===== config.mk =====
export PLATFORM = sky130hd
export DESIGN_NAME = fp_to_fixed_decoder
export DESIGN_NICKNAME = d
export VERILOG_FILES = /design/src/rtl/fp_to_fixed_decoder.sv
export SDC_FILE = /design/constraint.sdc
export NUM_CORES = 1
export LEC_CHECK = 0
export CORE_AREA = 2 2 85 87
export DETAILED_ROUTE_END_ITERATION = 10
export DIE_AREA = 0 0 87 89
export DONT_BUFFER_PORTS = 1
export PLACE_DENSITY_LB_ADDON = 0.15
export SYNTH_ARGS = -nofsm -noshare
export SYNTH_HDL_FRONTEND = slang
export SYNTH_SLANG_ARGS = --single-unit

===== constraint.sdc =====
create_clock -name clk -period 4 [get_ports clk]
set_input_delay 1 -clock clk [delete_from_list [all_inputs] [get_ports clk]]
set_output_delay 1 -clock clk [all_outputs]
set_load 0.01 [all_outputs]

===== src/rtl/fp_to_fixed_decoder.sv =====
// IEEE-754 single-precision to sign-magnitude fixed-point converter.
// The mantissa is shifted right one bit per cycle until the binary point lines up with FRAC_W.
module fp_to_fixed_decoder #(
    parameter int unsigned INT_W  = 5,
    parameter int unsigned FRAC_W = 5
) (
    input  logic              clk,
    input  logic              rst_n,
    input  logic              start,
    input  logic [31:0]       float_in,
    output logic              busy,
    output logic              done,
    output logic              sign_out,
    output logic [INT_W-1:0]  integer_out,
    output logic [FRAC_W-1:0] mantissa_out,
    output logic              overflow,
    output logic              underflow,
    output logic              invalid
);

    localparam int unsigned RES_W   = INT_W + FRAC_W;
    localparam int unsigned ACC_W   = 24;
    localparam int unsigned CNT_W   = 5;
    localparam logic [7:0]  EXP_OVF = 8'(127 + INT_W);
    localparam logic [7:0]  EXP_UNF = 8'(127 - FRAC_W);
    localparam logic [9:0]  N_BASE  = 10'(150 - FRAC_W);

    typedef enum logic [1:0] {
        S_IDLE,
        S_UNPACK,
        S_SHIFT,
        S_DONE
    } state_t;

    state_t              state_q, state_d;
    logic [31:0]         op_q, op_d;
    logic [ACC_W-1:0]    acc_q, acc_d;
    logic [CNT_W-1:0]    cnt_q, cnt_d;
    logic                sgn_q, sgn_d;
    logic                ovf_q, ovf_d;
    logic                unf_q, unf_d;
    logic                inv_q, inv_d;
    logic                busy_q, busy_d;
    logic                done_q, done_d;
    logic                sign_out_q, sign_out_d;
    logic [INT_W-1:0]    int_q, int_d;
    logic [FRAC_W-1:0]   man_q, man_d;
    logic                overflow_q, overflow_d;
    logic                underflow_q, underflow_d;
    logic                invalid_q, invalid_d;

    logic [7:0]          exp_c;
    logic [22:0]         frac_c;
    logic [CNT_W-1:0]    shift_c;

    assign exp_c   = op_q[30:23];
    assign frac_c  = op_q[22:0];
    // n = 23 - FRAC_W - (exp - 127); only used when the operand is in range, so 5 bits suffice
    assign shift_c = CNT_W'(N_BASE - {2'b00, exp_c});

    // State and datapath registers
    always_ff @(posedge clk or negedge rst_n) begin
        if (!rst_n) begin
            state_q     <= S_IDLE;
            op_q        <= '0;
            acc_q       <= '0;
            cnt_q       <= '0;
            sgn_q       <= 1'b0;
            ovf_q       <= 1'b0;
            unf_q       <= 1'b0;
            inv_q       <= 1'b0;
            busy_q      <= 1'b0;
            done_q      <= 1'b0;
            sign_out_q  <= 1'b0;
            int_q       <= '0;
            man_q       <= '0;
            overflow_q  <= 1'b0;
            underflow_q <= 1'b0;
            invalid_q   <= 1'b0;
        end else begin
            state_q     <= state_d;
            op_q        <= op_d;
            acc_q       <= acc_d;
            cnt_q       <= cnt_d;
            sgn_q       <= sgn_d;
            ovf_q       <= ovf_d;
            unf_q       <= unf_d;
            inv_q       <= inv_d;
            busy_q      <= busy_d;
            done_q      <= done_d;
            sign_out_q  <= sign_out_d;
            int_q       <= int_d;
            man_q       <= man_d;
            overflow_q  <= overflow_d;
            underflow_q <= underflow_d;
            invalid_q   <= invalid_d;
        end
    end

    // Next-state and output logic
    always_comb begin
        state_d     = state_q;
        op_d        = op_q;
        acc_d       = acc_q;
        cnt_d       = cnt_q;
        sgn_d       = sgn_q;
        ovf_d       = ovf_q;
        unf_d       = unf_q;
        inv_d       = inv_q;
        busy_d      = busy_q;
        done_d      = 1'b0;
        sign_out_d  = sign_out_q;
        int_d       = int_q;
        man_d       = man_q;
        overflow_d  = overflow_q;
        underflow_d = underflow_q;
        invalid_d   = invalid_q;

        // busy spans the done pulse, so a start during that cycle is still refused
        if (done_q) begin
            busy_d = 1'b0;
        end

        unique case (state_q)
            S_IDLE: begin
                if (start && !busy_q) begin
                    op_d    = float_in;
                    busy_d  = 1'b1;
                    state_d = S_UNPACK;
                end
            end
            S_UNPACK: begin
                sgn_d   = op_q[31];
                ovf_d   = 1'b0;
                unf_d   = 1'b0;
                inv_d   = 1'b0;
                acc_d   = '0;
                cnt_d   = '0;
                state_d = S_DONE;
                if (exp_c == 8'hFF) begin
                    if (frac_c != '0) begin
                        inv_d = 1'b1;
                        sgn_d = 1'b0;
                    end else begin
                        ovf_d = 1'b1;
                    end
                end else if (exp_c == 8'h00) begin
                    unf_d = (frac_c != '0);
                end else if (exp_c >= EXP_OVF) begin
                    ovf_d = 1'b1;
                end else if (exp_c < EXP_UNF) begin
                    unf_d = 1'b1;
                end else begin
                    acc_d = {1'b1, frac_c};
                    cnt_d = shift_c;
                    if (shift_c != '0) begin
                        state_d = S_SHIFT;
                    end
                end
            end
            S_SHIFT: begin
                acc_d = acc_q >> 1;
                cnt_d = CNT_W'(cnt_q - CNT_W'(1));
                if (cnt_q == CNT_W'(1)) begin
                    state_d = S_DONE;
                end
            end
            S_DONE: begin
                done_d      = 1'b1;
                sign_out_d  = sgn_q;
                overflow_d  = ovf_q;
                underflow_d = unf_q;
                invalid_d   = inv_q;
                if (ovf_q) begin
                    int_d = '1;
                    man_d = '1;
                end else begin
                    int_d = acc_q[RES_W-1:FRAC_W];
                    man_d = acc_q[FRAC_W-1:0];
                end
                state_d = S_IDLE;
            end
            default: state_d = S_IDLE;
        endcase
    end

    assign busy         = busy_q;
    assign done         = done_q;
    assign sign_out     = sign_out_q;
    assign integer_out  = int_q;
    assign mantissa_out = man_q;
    assign overflow     = overflow_q;
    assign underflow    = underflow_q;
    assign invalid      = invalid_q;

endmodule


## Word-level counts from Yosys, hierarchy flattened

Cells that the tools add are included.

| operators by class | value |
|---|---|
| order comparisons | 2 |
| $add $sub $neg | 2 |
| equal/unequal tests | 7 |
| reductions and logical operators | 9 |
| mux-type cells | 36 |

Operators with widths:

| kind | count |
|---|---|
| $mux 24 | 4 |
| $pmux 24 s2 | 1 |
| $mux 5 | 6 |
| $reduce_bool 23->1 | 1 |
| $mux 1 | 21 |
| $pmux 5 s2 | 1 |
| $eq 8x8->1 const B | 1 |
| $ge 8x8->1 const B | 1 |
| $logic_not 8->1 | 1 |
| $lt 8x7->1 const B | 1 |
| $pmux 2 s4 | 1 |
| $eq 5x1->1 const B | 1 |
| $reduce_bool 5->1 | 1 |
| $sub 5x1->5 const B | 1 |
| $sub 5x5->5 const A | 1 |
| $eq 2x2->1 const B | 2 |
| $mux 2 | 2 |
| $ne 2x2->1 const B | 2 |
| $reduce_and 2->1 | 2 |
| $eq 2x1->1 const B | 1 |
| $logic_not 2->1 | 1 |
| $reduce_bool 2->1 | 1 |
| $logic_and 1x1->1 | 1 |
| $logic_not 1->1 | 1 |

| word-level totals | value |
|---|---|
| word-level logic and storage cells | 72 |
| register bits | 83 |
| output and inout bits | 16 |
| input port bits | 35 |

## Longest topological paths before layout

Gate-level depths: netlist of run 1.

| depth | value |
|---|---|
| depth after elaboration | 8 |
| depth in mapped cells | 8 |
| depth with buffers taken out | 6 |

## Worst setup path before layout of run 1

No wires, ideal clock.

| timing | value |
|---|---|
| path kind | input to register |
| from | in start |
| to | reg op_q[11] |
| stages | 3 |
| arrival time | 1732 ps |
| required time | 3875 ps |
| buffers on the path | 1 |
| slack | 2143 ps |
| library setup time | 125 ps |
| path through | nand3_1 buf_2 mux2_2 |

| on the way | value |
|---|---|
| longest elaborated chain between the ends | 2 |

Ends and longest elaborated chain:

| element | RTL line | text |
|---|---|---|
| start, declared | 9 | `input logic start,` |
| $logic_and 1x1->1 | 126 | `if (start && !busy_q) begin` |
| $reduce_and 2->1 (no source line) | - |  |
| end signal, assigned | 82 | `op_q <= op_d;` |
| end, declared | 36 | `logic [31:0] op_q, op_d;` |

Every way passes these cells.
A chain may end at the register's enable or synchronous reset.

## Final worst setup path of run 1

| timing | value |
|---|---|
| from | reg state_q[1] |
| to | reg cnt_q[4] |

| on the way | value |
|---|---|
| longest elaborated chain between the ends | 2 |
| elaborated cells on any way between the ends | 4 |
| classes of those cells | eq/ne: 2; mux: 1; reduce/logical: 1 |

Ends and longest elaborated chain:

| element | RTL line | text |
|---|---|---|
| start, declared | 35 | `state_t state_q, state_d;` |
| start signal, assigned | 81 | `state_q <= state_d;` |
| $eq 2x2->1 / $eq 2x1->1 (equally long branches) | 124 | `unique case (state_q)` |
| $pmux 5 s2 / $reduce_bool 2->1 (equally long branches) | - |  |
| end signal, assigned | 84 | `cnt_q <= cnt_d;` |
| end, declared | 38 | `logic [CNT_W-1:0] cnt_q, cnt_d;` |

Several ways; a longest one is shown, not always the timed one.

==> flow_summary_export.csv, run 1 <==
group,metric,value,unit
die,die_area,0.00774,mm2
timing,fin_ws,1.68,ns
layout,layout-drive-gt1-share,0.173,
global_route,grt_pass1_wl,12200,um
worst_setup_path,cp_max_fo,31,
timing,grt_setup_unrepaired,"false",
route,ant_nets,0,
power,ir_drop,0.000491,V
clock_tree,cts_tree,"done",
timing,timing.setup.tns,0,ns
layout,fillers,559,
route,drt_wl_total,7360,um
placed_design,dp_hpwl,4950,um
placed_design,gp_congestion,0.792,
yosys,yosysWarningCount,0,
worst_setup_path,crit_path_end_kind,"register",
layout,synthToLayoutAreaGrowth,5.32,%
die,die_w,87,um
power,report.power.total,3.80,mW
route,vias,2644,
clock_tree,cts_sinks,83,
die,num_io_pins,51,
layout,stdcell_count,455,
timing,max_freq,431,MHz
route,drt_first_pass_iters,4,
worst_setup_path,setup.worst_path.class,"register to register",
yosys,synth.net_count,427,
global_route,grt_antenna_before_repair,0,
timing,slew-limit-headroom,0.269,
timing,finalClockSkew,0.0111,ns
clock_tree,clkTransAtPathRegs,0.08,ns
layout,diodes,0,
layout,final_common_cell,"dfrtp_1",
placed_design,port_buffers,0,
worst_setup_path,arrival,2.55,ns
clock_tree,cts_max_path_buffers,2,
yosys,avgSynthCellArea,10.4,um2
clock_tree,insertion_delay,0.35,ns
route,drt_iter0_markers,195,
global_route,grt_pass1_vias,2482,
yosys,ys_ff_latch,83,
global_route,grt_overflow_total,0,
clock_tree,htreeDepth,3,
die,rows,30,
clock_tree,numCtsBuffers,9,
power,p_leak,1.78,nW
placed_design,dpl_cell_area,0.00396,mm2
yosys,synthFlopType,"dfrtp_1",
clock_tree,cts-resized-gates,0,
yosys,ys_async_sr_fraction,1.00,
timing,finalCritPeriodShare,0.580,
worst_setup_path,required,4.23,ns
placed_design,dp.cells,441,
layout,nNetsFinal,416,
die,core_area,0.00672,mm2
layout,layout_common_cells,"dfrtp_1, nor2_1, mux2_2",
run_status,outcome,"finished clean",
die,start_util,0.592,
worst_setup_path,cp-start-kind,"register",
timing,hold_viol_final,0,
placed_design,place_ws,1.69,ns
hold_path,hp-class,"input port to async pin",
yosys,ys_seq_area_frac,0.522,
power,power_density,907,mW/mm2
clock_tree,hold_buffers,0,
global_route,grt_start_max_net_pins,84,
timing,finalCriticalPeriod,2.32,ns
worst_setup_path,r2r_cells,7,
clock_tree,cts_setup_buffers,0,
flow_run,max_cap_viol_count,0,
global_route,grt_use_total,0.203,
timing,setup_viol,0,
yosys,ys_types,40,
route,via_per_inst,5.81,
clock_tree,ctsRootBufferMaster,"clkbuf_8",
layout,finalInstanceArea,0.00419,mm2
timing,tightest_slew,1.09,ns
yosys,syn_area,0.00398,mm2
route,drc,0,
die,die_y,89,um
yosys,syn_inst,383,
timing,maxSlewViolCount,0,
yosys,synth-edff-count,0,
route,wire_per_inst,16.2,um
sequential cells by signal, indices dropped and copies added (netlist names):
name	count
op_q	32
acc_q	24
cnt_q	5
integer_out	5
mantissa_out	5
state_q	2
busy	1
done	1
inv_q	1
invalid	1
overflow	1
ovf_q	1
sgn_q	1
sign_out	1
underflow	1
unf_q	1
worst max-delay path, cell delays in order, from the launching register on:
cell and delay (ns):
dfrtp_1 0.40, inv_1 0.10, ha_1 0.84, buf_4 0.43, nand2_1 0.10, mux2i_1 0.14
o2bb2ai_1 0.13, a21oi_1 0.05
layout make-up:
cell class	count	area (um2)	share of cell area
clock inverters	5	104	0.0248
flip-flops and latches	83	2080	0.496
clock buffers	9	124	0.0296
well taps	80	100	0.0239
inverters	10	37.5	0.00896
repair buffers	3	22.5	0.00538
multi-input cells	265	1720	0.411
through the flow:
step | util | hold slack (ns)
finish | 0.623 | 0.332
global route | 0.623 | 0.315
CTS | 0.623 | 0.321
detailed placement | 0.589 | 0.472
global placement | 0.589 | 0.467
floorplan | - | 0.441
cells in the mapped netlist, types with 2 or more instances:
| master | n | share of area |
|---|---|---|
| xor2_1 | 2 | 0.0044 |
| a21oi_1 | 14 | 0.018 |
| nor2_1 | 55 | 0.052 |
| nor3_2 | 2 | 0.0050 |
| nand3_1 | 3 | 0.0038 |
| o21ai_0 | 20 | 0.025 |
| inv_1 | 10 | 0.0094 |
| buf_12 | 2 | 0.010 |
| and2b_1 | 8 | 0.015 |
| nand2_1 | 28 | 0.026 |
| nand2b_1 | 4 | 0.0063 |
| clkbuf_1 | 15 | 0.014 |
| nor3_1 | 5 | 0.0063 |
| a31oi_1 | 25 | 0.039 |
| o21ai_1 | 3 | 0.0038 |
| dfrtp_1 | 83 | 0.52 |
| ha_1 | 9 | 0.028 |
| o21ai_2 | 8 | 0.018 |
| buf_2 | 5 | 0.0063 |
| o2bb2ai_1 | 2 | 0.0044 |
| nor2b_1 | 18 | 0.028 |
| mux2_2 | 37 | 0.10 |
| nand4_1 | 3 | 0.0047 |
| mux2i_1 | 2 | 0.0050 |
| nor4_1 | 5 | 0.0079 |
power breakdown:
group | switching [mW] | internal [mW]
sequential | 0.371 | 1.27
clock | 0.290 | 0.408
combinational | 0.784 | 0.675
total | 1.45 | 2.35
logic make-up after synthesis:
family / Yosys count / share of synthesized area
and+or+nand+nor: 134 / 0.162
DFF: 83 / 0.522
buffers and inverters: 35 / 0.0459
xor gates and xnor gates: 2 / 0.00441
AOI/OAI and AO/OA: 81 / 0.127
adders and majority gates: 9 / 0.0283
muxes: 39 / 0.110
layer usage:
layer  GRT usage  vias up  share of wire
li1            -     1301              -
met1       0.296     1278           0.51
met2       0.288       59           0.43
met3      0.0536        6          0.059
met4      0.0852        0         0.0098
met5           0        -              0
worst paths after layout:
path,startpoint,end,slack [ns]
min in group clk,unf_q$_DFFE_PN0P_,unf_q$_DFFE_PN0P_,0.48
worst min register to register,unf_q$_DFFE_PN0P_,unf_q$_DFFE_PN0P_,0.48
max in group asynchronous,rst_n,op_q[27]$_DFFE_PN0P_,3.54
worst max-delay path,state_q[1]$_DFFE_PN0P_,cnt_q[4]$_DFFE_PN0P_,1.68
worst min-delay path,rst_n,busy$_DFF_PN0_,0.33
worst max register to register,state_q[1]$_DFFE_PN0P_,cnt_q[4]$_DFFE_PN0P_,1.68
(Power assumes the default switching activity.)
==> inputs of run 2 (changes only) <==
==> constraint.sdc (replaced) <==
create_clock -name clk -period 2.25 [get_ports clk]
set_input_delay 0.5625 -clock clk [delete_from_list [all_inputs] [get_ports clk]]
set_output_delay 0.5625 -clock clk [all_outputs]
set_load 0.01 [all_outputs]
==> run 2 against run 1 <==
Die area is the same. Combinational power increased by 79%. Clock skew increased by 0.0038 ns. Core utilization up 0.63 points. Power increased by 78%. Critical path type unchanged. Global-route usage rose by 0.54 points. Final cell count up 1.5%. Worst setup slack worse by 1.2 ns. The flow now finishes with violations (hold timing). Routed wire length grew 1.2%. Design area is 1.0% higher. Highest routed layer unchanged. Via count grew 1.8%.
==> flow_summary_export.csv, run 2 (synthesis results as in run 1) <==
group,metric,value,unit
run_status,outcome,"complete, but fails checks",
run_status,violations,"hold timing",
route,drt_iter0_markers,131,
power,ir_drop,0.000863,V
worst_setup_path,worst_r2r_startpoint,"op_q[24]$_DFFE_PN0P_",
layout,fillers,559,
clock_tree,htreeDepth,3,
route,ant_nets,0,
placed_design,port_buffers,0,
timing,maxSlewViolCount,0,
global_route,grt_pass1_wl,12600,um
worst_setup_path,r2r_setup_slack,0.51,ns
flow_run,max_cap_viol_count,0,
clock_tree,numCtsBuffers,9,
power,power_frac_comb,0.388,
power,p_clk_frac,0.180,
die,die_w,87,um
power,power_density,1590,mW/mm2
route,drt_first_pass_iters,4,
route,vias,2692,
die,core_area,0.00672,mm2
global_route,grt_start_max_net_pins,84,
clock_tree,cts-resized-gates,0,
power,p_switching,2.59,mW
timing,max_freq,573,MHz
placed_design,dp.cells,446,
timing,finalCritPeriodShare,0.775,
timing,slew-limit-headroom,0.674,
hold_path,hp-class,"input port to async pin",
global_route,grt_overflow_total,0,
placed_design,dp_hpwl,5030,um
layout,largest_register_ffs,32,
layout,layout-drive-gt1-share,0.186,
timing,finalCriticalPeriod,1.74,ns
worst_setup_path,cp-start-kind,"register",
worst_setup_path,required,2.50,ns
layout,regMostFlops,"op_q",
timing,hold_viol_final,83,
die,die_y,89,um
route,wire_per_inst,16.1,um
worst_setup_path,crit_path_end_kind,"register",
power,seq_power_share,0.432,
timing,hold_slack,-0.104,ns
clock_tree,clkTransAtPathRegs,0.10,ns
layout,top_regs,"op_q (32), acc_q (24)",
timing,timing.setup.tns,0,ns
layout,stdcell_count,462,
worst_setup_path,arrival,2.00,ns
timing,grt_setup_unrepaired,"false",
global_route,grt_pass1_vias,2544,
die,rows,30,
die,num_io_pins,51,
clock_tree,insertion_delay,0.35,ns
worst_setup_path,r2r_cells,7,
layout,layout_common_cells,"dfrtp_1, nor2_1, mux2_2",
timing,tightest_slew,0.484,ns
layout,final_common_cell,"dfrtp_1",
layout,nNetsFinal,421,
route,via_per_inst,5.83,
die,die_area,0.00774,mm2
clock_tree,cts_tree,"done",
power,p_int,4.16,mW
global_route,grt_use_total,0.209,
clock_tree,ctsRootBufferMaster,"clkbuf_8",
clock_tree,cts_sinks,83,
placed_design,gp_congestion,0.793,
route,drc,0,
global_route,grt_antenna_before_repair,0,
timing,setup_viol,0,
layout,synthToLayoutAreaGrowth,6.39,%
worst_setup_path,r2r-end,"cnt_q[3]$_DFFE_PN0P_",
worst_setup_path,setup.worst_path.class,"register to register",
clock_tree,cts_setup_buffers,0,
power,p_leak,1.80,nW
timing,finalClockSkew,0.0149,ns
layout,diodes,0,
die,start_util,0.592,
power,report.power.total,6.74,mW
power,swShare,0.383,
clock_tree,cts_max_path_buffers,2,
worst_setup_path,cp_max_fo,29,
route,drt_wl_total,7450,um
[run 2: cell types whose count changed in the layout (fill, tap and decap cells not counted), sizes merged]
cell,delta
clkinv,-1
inv,+1
clkbuf,+2
buf,+5
clkinvlp,+1
bufinv,-1
[run 2: how the worst max path moves through the flow]
stage                                      start  cells after the start  slack, ns                      to
after floorplan           state_q[0]$_DFFE_PN0P_                      6       0.64    acc_q[0]$_DFFE_PN0P_
after global placement      op_q[24]$_DFFE_PN0P_                      7       0.53  state_q[0]$_DFFE_PN0P_
after detailed placement    op_q[24]$_DFFE_PN0P_                      7       0.53    cnt_q[3]$_DFFE_PN0P_
after CTS                   op_q[24]$_DFFE_PN0P_                      7       0.51    cnt_q[3]$_DFFE_PN0P_
after global routing        op_q[24]$_DFFE_PN0P_                      7       0.34    cnt_q[3]$_DFFE_PN0P_
final                       op_q[24]$_DFFE_PN0P_                      7       0.51    cnt_q[3]$_DFFE_PN0P_
[run 2: power by group through the flow]
| stage | Sequential, mW | Combinational, mW | Clock [mW] |
|---|---|---|---|
| after global routing | 3.03 | 3.00 | 1.28 |
| after global placement | 2.90 | 2.57 | 0 |
| after floorplan | 2.73 | 2.27 | 0 |
| after detailed placement | 2.94 | 2.63 | 0 |
| final | 2.91 | 2.62 | 1.21 |
| after CTS | 2.91 | 2.64 | 1.23 |
[run 2: per-layer routing]
| layer | vias up | wire length, um | GRT usage |
|---|---|---|---|
| met1 | 1310 | 3780 | 0.310 |
| met4 | 0 | 96 | 0.0724 |
| met2 | 63 | 3170 | 0.303 |
| met5 | - | 0 | 0 |
| met3 | 7 | 402 | 0.0452 |
| li1 | 1312 | - | - |
[run 2: area by class of cell]
cell class / count / area, um2 / area share
clock inverter: 5 / 85.1 / 0.0201
clock buffer: 11 / 141 / 0.0334
timing repair buffer: 8 / 72.6 / 0.0172
tap: 80 / 100 / 0.0237
inverter: 10 / 37.5 / 0.00887
sequential: 83 / 2080 / 0.491
multi-input combinational: 265 / 1720 / 0.406
[run 2: critical path: stages, from the launching register on]
cell and delay, ns:
dfrtp_1 0.40, inv_1 0.10, ha_1 0.21, nand2b_1 0.08, and4_1 0.18, buf_4 0.32
nor2_1 0.11, o31ai_1 0.25
[run 2: metrics by stage]
stage	instance area (um2)	utilization	setup WS (ns)	hold WS (ns)
after floorplan	3980	-	0.644	0.267
after global placement	4000	0.596	0.534	0.269
after detailed placement	4000	0.596	0.530	0.269
after CTS	4230	0.630	0.507	-0.112
after global routing	4230	0.630	0.335	-0.121
final	4230	0.630	0.505	-0.104
